## src/rtl/contor_seq.sv

```systemverilog
// contor_seq: streams a two-digit ASCII countdown as tens, units and separator bytes over valid/ready.
// Optional build macro CONTOR_SEQ_LEADZERO_EN drops the tens character while the count is below 10.
module contor_seq #(
    parameter int         STEP     = 1,
    parameter logic [7:0] SEP_CHAR = 8'h0A
) (
    input  logic        clock,
    input  logic        reset,
    input  logic        start,
    input  logic [15:0] start_value,
    output logic        busy,
    output logic        done,
    output logic        error,
    output logic [7:0]  ascii_out,
    output logic        ascii_valid,
    input  logic        ascii_ready
);
    typedef enum logic [2:0] {IDLE, SEND_T, SEND_U, SEND_S, FINISH} state_t;
    localparam logic [6:0] STEP_V = 7'(STEP);
    state_t     r_state, w_state_next, w_first_start, w_first_dec;
    logic [6:0] r_value, w_value_next, w_start_val, w_dec;
    logic       r_error, w_error_next, w_start_ok;
    logic [3:0] w_tens, w_units;
    assign w_start_ok  = start_value[15:8] >= 8'h30 && start_value[15:8] <= 8'h39 &&
                         start_value[7:0]  >= 8'h30 && start_value[7:0]  <= 8'h39;
    assign w_start_val = 7'(start_value[11:8]) * 7'd10 + 7'(start_value[3:0]);
    assign w_dec       = r_value - STEP_V;
    assign w_tens      = 4'(r_value / 7'd10);
    assign w_units     = 4'(r_value % 7'd10);
`ifdef CONTOR_SEQ_LEADZERO_EN
    // a count below 10 carries no tens character, so its group opens on the units beat
    assign w_first_start = (w_start_val < 7'd10) ? SEND_U : SEND_T;
    assign w_first_dec   = (w_dec < 7'd10) ? SEND_U : SEND_T;
`else
    assign w_first_start = SEND_T;
    assign w_first_dec   = SEND_T;
`endif
    always_ff @(posedge clock) begin
        if (reset) begin
            r_state <= IDLE;
            r_value <= '0;
            r_error <= 1'b0;
        end else begin
            r_state <= w_state_next;
            r_value <= w_value_next;
            r_error <= w_error_next;
        end
    end
    always_comb begin
        w_state_next = r_state;
        w_value_next = r_value;
        w_error_next = 1'b0;
        case (r_state)
            IDLE: begin
                if (start && w_start_ok) begin
                    w_state_next = w_first_start;
                    w_value_next = w_start_val;
                end else if (start) begin
                    w_error_next = 1'b1;
                end
            end
            SEND_T: w_state_next = ascii_ready ? SEND_U : SEND_T;
            SEND_U: w_state_next = ascii_ready ? SEND_S : SEND_U;
            SEND_S: begin
                if (ascii_ready && r_value < STEP_V) begin
                    w_state_next = FINISH;
                end else if (ascii_ready) begin
                    w_state_next = w_first_dec;
                    w_value_next = w_dec;
                end
            end
            FINISH:  w_state_next = IDLE;
            default: w_state_next = IDLE;
        endcase
    end
    assign ascii_valid = r_state == SEND_T || r_state == SEND_U || r_state == SEND_S;
    assign ascii_out   = r_state == SEND_T ? {4'h3, w_tens}  :
                         r_state == SEND_U ? {4'h3, w_units} :
                         r_state == SEND_S ? SEP_CHAR        : 8'h00;
    assign busy        = r_state != IDLE;
    assign done        = r_state == FINISH;
    assign error       = r_error;
endmodule

```

## config.mk

```make
export PLATFORM = sky130hd
export DESIGN_NAME = contor_seq
export DESIGN_NICKNAME = d
export VERILOG_FILES = /design/src/rtl/contor_seq.sv
export SDC_FILE = /design/constraint.sdc
export NUM_CORES = 1
export LEC_CHECK = 0
export BUFFER_PORTS_ARGS = -buffer_cell sky130_fd_sc_hd__buf_4
export CAP_MARGIN = 10
export CORE_UTILIZATION = 25
export CTS_CLUSTER_SIZE = 30
export DETAILED_ROUTE_END_ITERATION = 7
export PLACE_DENSITY = 0.46
export SYNTH_ARGS = -nofsm -noshare
export SYNTH_HDL_FRONTEND = slang
export SYNTH_SLANG_ARGS = --single-unit
```

## constraint.sdc

```tcl
create_clock -name clock -period 4.29 [get_ports clock]
set_input_delay 0.6435 -clock clock [delete_from_list [all_inputs] [get_ports clock]]
set_output_delay 0.6435 -clock clock [all_outputs]
set_load 0.05 [all_outputs]
```

==> results.ini <==
[outcome]
status = complete, but fails checks
violations = design-rule violations

[routing]
drtAntennaViolNets = 0
wl_per_cell_um = 13.0
vias = 1626
vias_per_cell = 5.08
drcViolationCount = 2
wirelength_um = 4170
drt_pass1_iterations = 6
drt_iter0_markers = 77

[sta]
tns_ns = 0
fin_crit_sh = 0.921
hold_viol_final = 0
max_slew.worst_pin.slew_ns = 0.696
slew_headroom = 0.536
rsz0062_at_grt = false
fin_worst_skew_ns = 0.00359
holdWs_ns = 0.620
fmax_mhz = 253
drv_slew = 0
setup_violations = 0
period_minus_slack_ns = 3.95

[synthesis]
synth_top_family_by_area = compound AO/OA/AOI/OAI gates
ys_ff_latch = 11
synth.cells.most_frequent = nor2_1, nand2_1, a21oi_1
syn_inst = 225
synth.most_common_cell = nor2_1
synth_edf_count = 0
synth_warnings = 0
muxShareOfSynthArea = 0
synth_simple_gate_area_share = 0.281
synth-compound-area-share = 0.334
yosys.area.top_type_share = 0.131
yosys.area_share.adder = 0.121
synth.area.top_cells = dfxtp_1, ha_1, nor2_1, a21oi_1, nand2_1
synthFlopType = dfxtp_1
yosys.area.top_type = dfxtp_1
ys_seq_area_frac = 0.131
ys_types = 59
synth_xor_area_frac = 0.0366
synth_area_um2 = 1680
syn_area_per_cell_um2 = 7.45
synthArstFlopShare = 0

[floorplan]
initial_utilization = 0.261
chipHeight_um = 83.9
num_io_pins = 32
coreArea_um2 = 6420
dieWidth_um = 83.9
rows = 29
die_area_um2 = 7040

[clocking]
cts_resized = 0
cts_hold_repair.buffers = 0
cts_tree = yes
post_cts_buffers = 0
clock-sinks = 11
clk_pin_slew_ns = 0.05
cts_buffers = 3
clk_latency_ns = 0.24
clockBufferDepth = 2
htreeDepth = 1
root_buffer = clkbuf_8

[critical_path]
start_kind = flip-flop
worstPathMaxFanout = 9
worstPathRequired_ns = 3.65
critical_path.endpoint_type = primary output
cp_data_arrival_time_ns = 3.31
path_class = flip-flop to primary output

[power_and_ir_drop]
comb_power_share = 0.248
netSwitchingPower_uw = 77.2
power.leakage_uw = 0.000805
pwr-share-clk = 0.378
powerDensity_nw_per_um2 = 143
power.share.switching = 0.277
vdd_ir_drop_max_uv = 65.4
seqPwrFrac = 0.374
intPower_uw = 202

[global_route]
grt_max_degree = 23
grt-ovfl-total = 0
grt_pass1_vias = 1535
antenna_found_initial = 0
grt_first_pass_wirelength_um = 7010
grt.total_usage = 0.119

[layout]
fillCellCount = 692
layoutNonFillerInstCount = 320
fin_util = 0.304
num_antenna_cells = 0
syn2layout_area_growth_pct = 16.5
drive_gt1_frac = 0.214
nets = 279

[placement]
portBuffers = 29
gp_congestion = 0.846
hpwl_um = 3300
place_inst = 316

[hold_path]
min_path_type = flip-flop to flip-flop

[flow_run]
max-cap-violations = 0

[metrics by stage]
| stage | power [uW] | instance area, um2 | worst slack, ns |
|---|---|---|---|
| floorplan | 152 | 1680 | 0.130 |
| global placement | 175 | 1910 | 0.692 |
| detailed placement | 176 | 1910 | 0.606 |
| CTS | 282 | 1950 | 0.333 |
| global route | 295 | 1950 | 0.0486 |
| finish | 279 | 1950 | 0.337 |
[power by group through the flow]
stage | clock, uW | sequential [uW] | combinational (uW)
2_1_floorplan | 0 | 108 | 44.4
3_3_place_gp | 0 | 106 | 69.1
3_5_place_dp | 0 | 106 | 69.5
4_1_cts | 108 | 104 | 69.9
5_1_grt | 114 | 104 | 76.8
6_report | 106 | 104 | 69.1
[final timing paths]
path | start | depth (start not counted) | endpoint | slack (ns)
worst max-delay path | r_value[5]$_SDFFE_PP0P_ | 12 | ascii_out[1] | 0.34
worst min-delay path | r_value[1]$_SDFFE_PP0P_ | 2 | r_value[1]$_SDFFE_PP0P_ | 0.62
worst max register to register | r_value[2]$_SDFFE_PP0P_ | 7 | r_value[0]$_SDFFE_PP0P_ | 2.10
worst min register to register | r_value[1]$_SDFFE_PP0P_ | 2 | r_value[1]$_SDFFE_PP0P_ | 0.62
[state kept, by name, summed over array words and instances, names as in the netlist]
signal,flops
r_state,3
r_value,7
error,1
[metal layers]
metal	part of all wire	wire length, um	global-route usage	up-vias
met5	0	0	0	-
met4	0.0019	8	0.0188	0
met3	0.033	136	0.0158	2
met2	0.44	1830	0.189	41
met1	0.53	2200	0.172	742
li1	-	-	-	841
[cells in the final DEF, fill, tap and decap left out, drive strengths merged, types with 3 or more instances in the layout]
master and count:
buf 33, nor2 23, nand2 18, o21ai 16
a21oi 14, ha 13, inv 11, dfxtp 11
nor2b 10, a211oi 8, nor3 5, o211ai 4
nand2b 4, xnor2 4, o31ai 4, nor3b 4
clkbuf 4, nand3b 3, o21a 3, a221oi 3
and2 3, a31oi 3, xor2 3, a22oi 3
o21ba 3, nor4 3
[kinds of logic (layout without fill, tap and decap cells)]
logic type,after synthesis,in the layout
AO/OA/AOI/OAI,75,75
adder cells (fa/ha/maj),15,15
buffers and inverters,31,48
other,1,2
AND/OR/NAND/NOR,85,85
XOR/XNOR,7,7
flip-flops,11,11
[critical path: stages, from the launching register on]
cell and delay, ns:
dfxtp_1 0.30, inv_1 0.13, ha_1 0.37, o21ba_1 0.22, o21ai_0 0.13, a221oi_1 0.33
o21ba_2 0.24, a21oi_1 0.08, ha_1 0.27, a211oi_2 0.41, nor4_4 0.06, o41ai_2 0.28
buf_4 0.25
[layout make-up]
| class | instances | area (um2) | area share |
|---|---|---|---|
| repair buffers | 33 | 248 | 0.127 |
| flip-flops and latches | 11 | 220 | 0.113 |
| inverters | 11 | 41.3 | 0.0211 |
| well taps | 77 | 96.3 | 0.0493 |
| clock buffers | 4 | 45.0 | 0.0231 |
| multi-input cells | 184 | 1300 | 0.667 |
No activity file was read; power rests on OpenSTA's default activity.
